File: config.mk
export PLATFORM = sky130hd
export DESIGN_NAME = beacon_peak_detector_flat
export DESIGN_NICKNAME = d
export VERILOG_FILES = /design/src/rtl/beacon_pkg.sv /design/src/rtl/beacon_peak_detector_if.sv /design/src/rtl/epoch_max_tracker.sv /design/src/rtl/beacon_peak_detector.sv /design/src/flat_wrapper.sv
export SDC_FILE = /design/constraint.sdc
export NUM_CORES = 1
export LEC_CHECK = 0
export CAP_MARGIN = 0
export CORE_MARGIN = 10
export CORE_UTILIZATION = 30
export CTS_CLUSTER_DIAMETER = 150
export DETAILED_ROUTE_END_ITERATION = 12
export GPL_TIMING_DRIVEN = 0
export PLACE_DENSITY = 0.46
export SKIP_CTS_REPAIR_TIMING = 1
export SLEW_MARGIN = 5
export SYNTH_ARGS = -nofsm -noshare
export SYNTH_HDL_FRONTEND = slang
export SYNTH_SLANG_ARGS = --single-unit
export TNS_END_PERCENT = 30
File: constraint.sdc
create_clock -name clk -period 15.7 [get_ports clk]
set_clock_uncertainty 0.1 [all_clocks]
set_input_delay 4.71 -clock clk [delete_from_list [all_inputs] [get_ports clk]]
set_output_delay 4.71 -clock clk [all_outputs]
set_load 0.02 [all_outputs]
File: src/rtl/beacon_pkg.sv
// Shared types and defaults for the beacon peak detector slice.
package beacon_pkg;

  localparam int unsigned DEFAULT_PERIOD_BITS = 8;
  localparam int unsigned VALUE_W             = 8;
  localparam int unsigned STATE_W             = 2;
  localparam int unsigned CNT_W               = 8;

  typedef enum logic [STATE_W-1:0] {
    SEARCH  = 2'd0,
    CONFIRM = 2'd1,
    LOCKED  = 2'd2
  } state_e;

endpackage

File: src/rtl/beacon_peak_detector_if.sv
// Sample input / peak report bundle of the beacon peak detector.
interface beacon_peak_detector_if
  import beacon_pkg::*;
#(
  parameter int unsigned PERIOD_BITS = DEFAULT_PERIOD_BITS
);

  logic [VALUE_W-1:0]     value;
  logic [VALUE_W-1:0]     threshold;
  logic                   peak_valid;
  logic [VALUE_W-1:0]     peak_value;
  logic [PERIOD_BITS-1:0] peak_phase;
  logic                   locked;

  modport master (
    output value, threshold,
    input  peak_valid, peak_value, peak_phase, locked
  );

  modport slave (
    input  value, threshold,
    output peak_valid, peak_value, peak_phase, locked
  );

endinterface

File: src/rtl/epoch_max_tracker.sv
// Running max/argmax over one epoch; the final result includes the current sample.
module epoch_max_tracker
  import beacon_pkg::*;
#(
  parameter int unsigned PERIOD_BITS = DEFAULT_PERIOD_BITS
) (
  input  logic                   clk,
  input  logic                   rst,
  input  logic [PERIOD_BITS-1:0] phase,
  input  logic [VALUE_W-1:0]     value,
  output logic [VALUE_W-1:0]     final_max_c,
  output logic [PERIOD_BITS-1:0] final_phase_c
);

  logic [VALUE_W-1:0]     run_max_q;
  logic [PERIOD_BITS-1:0] run_phase_q;

  // Phase 0 restarts the epoch; later samples win only when strictly greater.
  always_comb begin
    final_max_c   = run_max_q;
    final_phase_c = run_phase_q;
    if (phase == '0) begin
      final_max_c   = value;
      final_phase_c = phase;
    end else if (value > run_max_q) begin
      final_max_c   = value;
      final_phase_c = phase;
    end
  end

  always_ff @(posedge clk) begin
    if (rst) begin
      run_max_q   <= '0;
      run_phase_q <= '0;
    end else begin
      run_max_q   <= final_max_c;
      run_phase_q <= final_phase_c;
    end
  end

endmodule

File: src/rtl/beacon_peak_detector.sv
// Per-epoch peak detection with a SEARCH/CONFIRM/LOCKED phase-lock state machine.
module beacon_peak_detector
  import beacon_pkg::*;
#(
  parameter int unsigned PERIOD_BITS = DEFAULT_PERIOD_BITS,
  parameter int unsigned LOCK_COUNT  = 3,
  parameter int unsigned MISS_COUNT  = 2,
  parameter int unsigned PHASE_TOL   = 1
) (
  input  logic                    clk,
  input  logic                    rst,
  beacon_peak_detector_if.slave   bus
);

  logic [PERIOD_BITS-1:0] phase_q;
  state_e                 state_q, state_d;
  logic [CNT_W-1:0]       hit_q, hit_d;
  logic [CNT_W-1:0]       miss_q, miss_d;
  logic [PERIOD_BITS-1:0] ref_q, ref_d;

  logic                   peak_valid_q, peak_valid_d;
  logic [VALUE_W-1:0]     peak_value_q, peak_value_d;
  logic [PERIOD_BITS-1:0] peak_phase_q, peak_phase_d;
  logic                   locked_q, locked_d;

  logic [VALUE_W-1:0]     final_max_c;
  logic [PERIOD_BITS-1:0] final_phase_c;
  logic                   epoch_end_c;
  logic                   detect_c;
  logic [PERIOD_BITS-1:0] dist_fwd_c, dist_bwd_c, dist_c;
  logic                   consistent_c;

  epoch_max_tracker #(
    .PERIOD_BITS (PERIOD_BITS)
  ) u_tracker (
    .clk           (clk),
    .rst           (rst),
    .phase         (phase_q),
    .value         (bus.value),
    .final_max_c   (final_max_c),
    .final_phase_c (final_phase_c)
  );

  always_ff @(posedge clk) begin
    if (rst) phase_q <= '0;
    else     phase_q <= phase_q + PERIOD_BITS'(1);
  end

  // Circular phase distance: modular subtraction both ways, keep the shorter.
  always_comb begin
    epoch_end_c  = (phase_q == '1);
    detect_c     = epoch_end_c && (final_max_c >= bus.threshold);
    dist_fwd_c   = final_phase_c - ref_q;
    dist_bwd_c   = ref_q - final_phase_c;
    dist_c       = (dist_fwd_c < dist_bwd_c) ? dist_fwd_c : dist_bwd_c;
    consistent_c = (dist_c <= PERIOD_BITS'(PHASE_TOL));
  end

  always_ff @(posedge clk) begin
    if (rst) begin
      state_q <= SEARCH;
      hit_q   <= '0;
      miss_q  <= '0;
      ref_q   <= '0;
    end else begin
      state_q <= state_d;
      hit_q   <= hit_d;
      miss_q  <= miss_d;
      ref_q   <= ref_d;
    end
  end

  always_comb begin
    state_d = state_q;
    hit_d   = hit_q;
    miss_d  = miss_q;
    ref_d   = ref_q;
    if (epoch_end_c) begin
      case (state_q)
        SEARCH: begin
          if (detect_c) begin
            state_d = CONFIRM;
            hit_d   = CNT_W'(1);
            miss_d  = '0;
            ref_d   = final_phase_c;
          end
        end
        CONFIRM: begin
          if (!detect_c) begin
            state_d = SEARCH;
            hit_d   = '0;
          end else if (consistent_c) begin
            hit_d = hit_q + CNT_W'(1);
            ref_d = final_phase_c;
            if (hit_d >= CNT_W'(LOCK_COUNT)) begin
              state_d = LOCKED;
              miss_d  = '0;
            end
          end else begin
            hit_d = CNT_W'(1);
            ref_d = final_phase_c;
          end
        end
        LOCKED: begin
          if (detect_c && consistent_c) begin
            miss_d = '0;
            ref_d  = final_phase_c;
          end else begin
            miss_d = miss_q + CNT_W'(1);
            if (miss_d >= CNT_W'(MISS_COUNT)) begin
              state_d = SEARCH;
              hit_d   = '0;
              miss_d  = '0;
            end
          end
        end
        default: begin
          state_d = SEARCH;
          hit_d   = '0;
          miss_d  = '0;
        end
      endcase
    end
  end

  // Report values move only on a passing epoch; locked follows the next state.
  always_comb begin
    peak_valid_d = detect_c;
    peak_value_d = peak_value_q;
    peak_phase_d = peak_phase_q;
    locked_d     = (state_d == LOCKED);
    if (detect_c) begin
      peak_value_d = final_max_c;
      peak_phase_d = final_phase_c;
    end
  end

  always_ff @(posedge clk) begin
    if (rst) begin
      peak_valid_q <= 1'b0;
      peak_value_q <= '0;
      peak_phase_q <= '0;
      locked_q     <= 1'b0;
    end else begin
      peak_valid_q <= peak_valid_d;
      peak_value_q <= peak_value_d;
      peak_phase_q <= peak_phase_d;
      locked_q     <= locked_d;
    end
  end

  assign bus.peak_valid = peak_valid_q;
  assign bus.peak_value = peak_value_q;
  assign bus.peak_phase = peak_phase_q;
  assign bus.locked     = locked_q;

endmodule

File: src/flat_wrapper.sv
// flat-port wrapper written by rule: the top's interface ports become plain ports
module beacon_peak_detector_flat import beacon_pkg::*;
#(
  parameter int unsigned PERIOD_BITS = DEFAULT_PERIOD_BITS,
  parameter int unsigned LOCK_COUNT  = 3,
  parameter int unsigned MISS_COUNT  = 2,
  parameter int unsigned PHASE_TOL   = 1
)
  (clk, rst, bus_value, bus_threshold, bus_peak_valid, bus_peak_value, bus_peak_phase, bus_locked);
  beacon_peak_detector_if #(.PERIOD_BITS(PERIOD_BITS)) bus_i ();
  input  logic clk;
  input  logic rst;
  input wire logic [$bits(bus_i.value)-1:0] bus_value;
  input wire logic [$bits(bus_i.threshold)-1:0] bus_threshold;
  output wire logic [$bits(bus_i.peak_valid)-1:0] bus_peak_valid;
  output wire logic [$bits(bus_i.peak_value)-1:0] bus_peak_value;
  output wire logic [$bits(bus_i.peak_phase)-1:0] bus_peak_phase;
  output wire logic [$bits(bus_i.locked)-1:0] bus_locked;
  assign bus_i.value = bus_value;
  assign bus_i.threshold = bus_threshold;
  assign bus_peak_valid = bus_i.peak_valid;
  assign bus_peak_value = bus_i.peak_value;
  assign bus_peak_phase = bus_i.peak_phase;
  assign bus_locked = bus_i.locked;
  beacon_peak_detector #(.PERIOD_BITS(PERIOD_BITS), .LOCK_COUNT(LOCK_COUNT), .MISS_COUNT(MISS_COUNT), .PHASE_TOL(PHASE_TOL)) u_core (.clk(clk), .rst(rst), .bus(bus_i));
endmodule
Yosys cells after proc, flatten, opt, wreduce, memory -nomap -nowiden
Cells that the tools add are included.
{ "classes": {"addsub": 5, "magnitude_cmp": 6, "eq_ne": 12, "n_mux": 29, "n_reduce_logical": 9} }
{ "op_table": {"columns": ["cell", "n"], "rows": [
  ["2-to-1 mux 8 bit", 18],
  ["case mux 8 bit (3 select lines)", 2],
  ["adder 8 x 1 -> 8 bit (second input constant)", 3],
  [">= comparator 8 x 2 -> 1 bit (second input constant)", 2],
  ["case mux 8 bit (2 select lines)", 1],
  ["subtractor 8 bit", 2],
  ["2-to-1 mux 2 bit", 7],
  ["inequality test 2 x 1 -> 1 bit (second input constant)", 7],
  ["== test 8 bit (second input constant)", 1],
  [">= comparator 8 bit", 1],
  ["greater-than comparator 8 bit", 1],
  ["less-or-equal comparator 8 x 1 -> 1 bit (second input constant)", 1],
  ["zero test 8 bit", 1],
  ["< comparator 8 bit", 1],
  ["AND reduction 4 bit", 2],
  ["case mux 2 bit (3 select lines)", 1],
  ["AND reduction 5 bit", 1],
  ["== test 2 bit (second input constant)", 2],
  ["== test 2 x 1 -> 1 bit (second input constant)", 1],
  ["logical AND 1 bit", 2],
  ["zero test 2 bit", 1],
  ["inequality test 2 bit (second input constant)", 1],
  ["nonzero test 2 bit", 1],
  ["OR reduction 2 bit", 1]
]} }
{ "word_totals": {"ff_bits": 68, "in_bits": 18} }

Longest topological paths before layout
{ "depth": {"ltp_word": 12, "ltp_mapped": 28, "mapped_depth_nobuf": 27} }

Modules after synthesis
Synthesis repeated with hierarchy kept, for this count alone.
{ "unflattened": {"hier_cells": 520, "hier_area_um2": 4561.9} }
{ "modules_own_cells": {"columns": ["mod", "n_inst", "cells_per_inst", "area_each_um2"], "rows": [
  ["beacon_peak_detector", 1, 400, 3462.1],
  ["epoch_max_tracker", 1, 120, 1099.8]
]} }

Least setup slack after synthesis
Ideal clock, no wire load.
{ "synth_path": {"kind": "in2reg", "start": "in bus_value[1]", "end": "reg u_core.ref_q[0]", "setup_ns": 0.121, "arrival_ns": 9.865, "setup_slack_ns": 5.614, "path_stages": 27, "path_buffers": 2, "path_cell_list": "ha_1 -> nor2b_1 -> o211a_1 -> o211a_4 -> nor3_1 -> clkbuf_1 -> a21oi_1 -> inv_1 -> ha_1 -> fa_1 -> nor2b_1 -> o211a_1 -> o21a_1 -> or3_1 -> nand4_1 -> o21a_1 -> ha_1 -> a21oi_1 -> o21ai_0 -> a21oi_1 -> nor3_1 -> o211a_1 -> a211o_1 -> buf_6 -> and3_4 -> o21ai_4 -> mux2_2"} }
{ "synth_between": {"elab_chain_len": 10, "elab_cells_between_ends": 19, "cone_classes": "add/sub: 2; order compare: 4; eq/ne: 2; mux: 8; reduce/logical: 3"} }
{ "synth_rtl": {"columns": ["element", "line", "text"], "rows": [
  ["from (decl)", "flat_wrapper.sv:13", "input wire logic [$bits(bus_i.value)-1:0] bus_value;"],
  ["greater-than comparator 8 bit *", "epoch_max_tracker.sv:25", "end else if (value > run_max_q) begin"],
  ["2-to-1 mux 8 bit *", "epoch_max_tracker.sv:25", null],
  ["2-to-1 mux 8 bit *", "epoch_max_tracker.sv:22", "if (phase == '0) begin"],
  ["via u_core.final_phase_c[0]", "beacon_peak_detector.sv:27", "logic [PERIOD_BITS-1:0] final_phase_c;"],
  ["subtractor 8 bit, on equally long branches", "beacon_peak_detector.sv:53, beacon_peak_detector.sv:54", null],
  ["< comparator 8 bit", "beacon_peak_detector.sv:55", "dist_c = (dist_fwd_c < dist_bwd_c) ? dist_fwd_c : dist_bwd_c;"],
  ["2-to-1 mux 8 bit", "beacon_peak_detector.sv:55", null],
  ["less-or-equal comparator 8 x 1 -> 1 bit", "beacon_peak_detector.sv:56", "consistent_c = (dist_c <= PERIOD_BITS'(PHASE_TOL));"],
  ["logical AND 1 bit", "beacon_peak_detector.sv:105", "if (detect_c && consistent_c) begin"],
  ["inequality test 2 x 1 -> 1 bit (no source line)", null, null],
  ["AND reduction 4 bit (no source line)", null, null],
  ["to (signal assigned)", "beacon_peak_detector.sv:69", "ref_q <= ref_d;"],
  ["to (decl)", "beacon_peak_detector.sv:19", "logic [PERIOD_BITS-1:0] ref_q, ref_d;"]
]} }
The timed path passes the listed nets; every way through them passes the cells marked *. The select of a mux whose other input is x is not followed.
A chain may end at the register's enable or synchronous reset.

Worst setup path in the final report
{ "layout_path": {"start": "in bus_value[1]", "end": "reg u_core.hit_q[0]"} }
{ "layout_between": {"elab_chain_len": 10, "elab_cells_between_ends": 19, "cone_classes": "add/sub: 2; order compare: 4; eq/ne: 2; mux: 8; reduce/logical: 3"} }
{ "layout_rtl": {"columns": ["element", "line", "text"], "rows": [
  ["greater-than comparator 8 bit *", "epoch_max_tracker.sv:25", null],
  ["2-to-1 mux 8 bit *", "epoch_max_tracker.sv:25", null],
  ["2-to-1 mux 8 bit *", "epoch_max_tracker.sv:22", null],
  ["via u_core.final_phase_c[0]", "beacon_peak_detector.sv:27", null],
  ["subtractor 8 bit, on equally long branches", "beacon_peak_detector.sv:53, beacon_peak_detector.sv:54", null],
  ["< comparator 8 bit", "beacon_peak_detector.sv:55", null],
  ["2-to-1 mux 8 bit *", "beacon_peak_detector.sv:55", null],
  ["less-or-equal comparator 8 x 1 -> 1 bit *", "beacon_peak_detector.sv:56", null],
  ["2-to-1 mux 8 bit / logical AND 1 bit (equally long branches)", "beacon_peak_detector.sv:92, beacon_peak_detector.sv:105", null],
  ["2-to-1 mux 8 bit / inequality test 2 bit (equally long branches)", null, null],
  ["case mux 8 bit (3 select lines) / AND reduction 4 bit (equally long branches)", null, null],
  ["to (signal assigned)", "beacon_peak_detector.sv:67", "hit_q <= hit_d;"],
  ["to (decl)", "beacon_peak_detector.sv:17", "logic [CNT_W-1:0] hit_q, hit_d;"]
]} }
The timed path passes the listed nets; every way through them passes the cells marked *.

==> metrics.txt <==
data arrival time of the worst path=11480 ps; diodes inserted=0; pre-CTS setup slack=4027 ps; maximum achievable frequency=0.08847 GHz; Post-Route Utilization=0.3682; Setup Total Neg Slack=0 ps; via density per instance=4.884; most instantiated library cell after synthesis=sky130_fd_sc_hd__dfxtp_1; instance count after placement with tap cells included=724; highest net fanout along the worst path=10; ratio of cells with drive above 1 in the final layout=0.08036; overall global routing resource usage=0.1097; CP max stage cell=sky130_fd_sc_hd__a311oi_4; proportion of netlist area held by the largest area contributor=0.3155; most common flop cell mapped by yosys=sky130_fd_sc_hd__dfxtp_1; post-synthesis instance total=510; number of library cell types mapped by synthesis=62; final number of setup-violating endpoints=0; status=complete, no violations; register bit total from synthesis=68; startpoint type of the worst setup path=input pin; count of flip-flops with a built-in enable after synthesis=0; final hold violations=0; top cells by instance count after synthesis=sky130_fd_sc_hd__dfxtp_1, sky130_fd_sc_hd__nor2_1, sky130_fd_sc_hd__inv_1; slack of the critical path=4397 ps; Vias=3614; critical path type=in -> reg; time the final worst path needs with I/O delays and setup=11300 ps; Max clock buf depth=2; maximum number of pins on one net before global-route repair=12; per-instance average area after synthesis=8.459 um2; DPL Wire Length=8319 um; Static Leakage=2.105 nW; total I/O pin count=36; detail-routed net length per standard cell=14.68 um; Die Footprint=19580 um2; count of warnings emitted by yosys=0; library cell with the largest summed area after synthesis=sky130_fd_sc_hd__dfxtp_1; TritonCTS clock tree=done; vertical die dimension=139.9 um; row cnt=43; Die X-Extent=139.9 um; initial core utilization=0.3084; Final Routed Wirelength=10860 um; clock insertion delay at the later pin of the skew report=330 ps; most used cell along the critical path=sky130_fd_sc_hd__ha_1; TritonCTS buffer count=9; top cell family by delay on the critical path=compound AO/OA/AOI/OAI gates; main area contributors after synthesis=sky130_fd_sc_hd__dfxtp_1, sky130_fd_sc_hd__ha_1, sky130_fd_sc_hd__nor2_1; count of port buffers added during placement=34; final-report max-slew violation count=0; FFs w/ async S/R, synth=0; antenna violations before repair=0; post-detailed-route DRC marker count=0; hold slack final=357.8 ps; clock-pin slew of the registers on the worst-case setup and hold paths=50 ps; sequential share of the synthesized area=0.3155; total global routing overflow=0; portion of the clock cycle consumed by the worst path in the final layout=0.7200; Worst Path Required=15870 ps; area overhead of the layout relative to synthesis=19.40%; Min-Delay Path Class=reg -> reg; CTS sink count=68; Critical path buffers and inverters=3; vias in the first global route=3499; Critical Path Max Stage Delay=560 ps; net count of the mapped netlist=571; first-pass GRT wire length=17770 um; Root Buffer=sky130_fd_sc_hd__clkbuf_16; worst slew slack as a fraction of its limit=0.5717; pwr/cell area=89.33 nW/um2; Critical Path End Type=flip-flop; gp weighted congestion=0.8207; pin slew with the least headroom to its limit=635.7 ps; number of H-tree levels=3; placeable core area=13990 um2; Final #Nets=616; Max IR drop VDD=0.05221 mV; max-cap viol count=0; Routed Antenna Nets=0; drt first-iter violations=181; cell area after technology mapping=4314 um2; final cell count without fillers=740; number of iterations in the first detailed-routing pass=5; setup repair after global routing missed its margin=false
[where the power goes]
group	switching [mW]	total, mW	internal, mW
combinational	0.0541	0.0962	0.0421
sequential	0.00182	0.178	0.176
clock	0.0756	0.186	0.111
[cell type report]
| type | instances | area, um2 |
|---|---|---|
| plain buffers | 19 | 90.09 |
| clock buffers | 12 | 246.5 |
| clock inverters | 4 | 25.02 |
| fillers | 1469 | 8837 |
| inverters | 49 | 183.9 |
| multi-input cells | 374 | 2679 |
| flip-flops and latches | 68 | 1361 |
| well taps | 180 | 225.2 |
| repair buffers | 34 | 340.3 |
[cells in the final DEF, fill, tap and decap left out, types with 13 or more instances in the layout]
master,synthesis,layout
sky130_fd_sc_hd__dfxtp_1,68,68
sky130_fd_sc_hd__a211oi_1,13,13
sky130_fd_sc_hd__inv_1,49,49
sky130_fd_sc_hd__a21oi_1,24,24
sky130_fd_sc_hd__nor2_1,63,63
sky130_fd_sc_hd__nand2_1,30,30
sky130_fd_sc_hd__ha_1,41,41
sky130_fd_sc_hd__nand3_1,14,14
sky130_fd_sc_hd__o21ai_0,17,17
sky130_fd_sc_hd__clkbuf_1,13,15
sky130_fd_sc_hd__clkdlybuf4s50_1,0,34
[per-stage QoR]
step / cell area [um2] / power, mW
2_1_floorplan: 4314 / 0.2536
6_report: 5151 / 0.4602
4_1_cts: 5151 / 0.4661
3_5_place_dp: 4880 / 0.2783
3_3_place_gp: 4880 / 0.2780
5_1_grt: 5151 / 0.4856
[registers in the layout, indices dropped and copies added, names as in the netlist, 8 cells and up]
signal	cells
u_core.bus.peak_phase	8
u_core.bus.peak_value	8
u_core.hit_q	8
u_core.miss_q	8
u_core.phase_q	8
u_core.ref_q	8
u_core.u_tracker.run_max_q	8
u_core.u_tracker.run_phase_q	8
[worst reg2reg max path: stages (launching register included)]
cell	delay, ps
sky130_fd_sc_hd__dfxtp_1	330
sky130_fd_sc_hd__inv_1	40
sky130_fd_sc_hd__ha_1	270
sky130_fd_sc_hd__nor2b_1	130
sky130_fd_sc_hd__o211a_1	230
sky130_fd_sc_hd__o211a_4	300
sky130_fd_sc_hd__nor3_1	320
sky130_fd_sc_hd__clkbuf_1	550
sky130_fd_sc_hd__a21oi_1	290
sky130_fd_sc_hd__inv_1	110
sky130_fd_sc_hd__ha_1	190
sky130_fd_sc_hd__fa_1	220
sky130_fd_sc_hd__nor2b_1	70
sky130_fd_sc_hd__o211a_1	230
sky130_fd_sc_hd__o21a_1	180
sky130_fd_sc_hd__o21ai_0	140
sky130_fd_sc_hd__nand4_1	180
sky130_fd_sc_hd__o21a_1	190
sky130_fd_sc_hd__ha_1	300
sky130_fd_sc_hd__o2111ai_1	110
sky130_fd_sc_hd__o21ai_0	210
sky130_fd_sc_hd__a21oi_1	140
sky130_fd_sc_hd__nor3_1	370
sky130_fd_sc_hd__o211ai_1	210
sky130_fd_sc_hd__o211ai_4	380
sky130_fd_sc_hd__a31oi_2	180
sky130_fd_sc_hd__a311oi_4	560
sky130_fd_sc_hd__a22o_1	220
[layer usage]
metal  track usage  part of all wire  wire length (um)
met1        0.1421              0.50              5392
met2        0.1742              0.45              4925
met5             0                 0                 0
met4       0.04891             0.017               187
met3       0.01792             0.033               356
[kinds of logic after synthesis]
logic type                 count (synthesis)  share of synthesized area
and+or+nand+nor                          176                     0.2039
AOI/OAI and AO/OA                        115                     0.1978
buffers and inverters                     68                    0.06351
DFF                                       68                     0.3155
adders and majority gates                 43                     0.1282
xor gates and xnor gates                  20                    0.04234
muxes                                     20                    0.04873
[worst paths after layout]
path	depth (start not counted)	end	slack [ps]	start
max	27	u_core.hit_q[0]	4400	bus_value[1]
min	2	u_core.bus.peak_phase[2]	360	u_core.bus.peak_phase[2]
max reg2reg	27	u_core.hit_q[0]	8900	u_core.u_tracker.run_max_q[1]
min reg2reg	2	u_core.bus.peak_phase[2]	360	u_core.bus.peak_phase[2]
(Power assumes the default switching activity.)
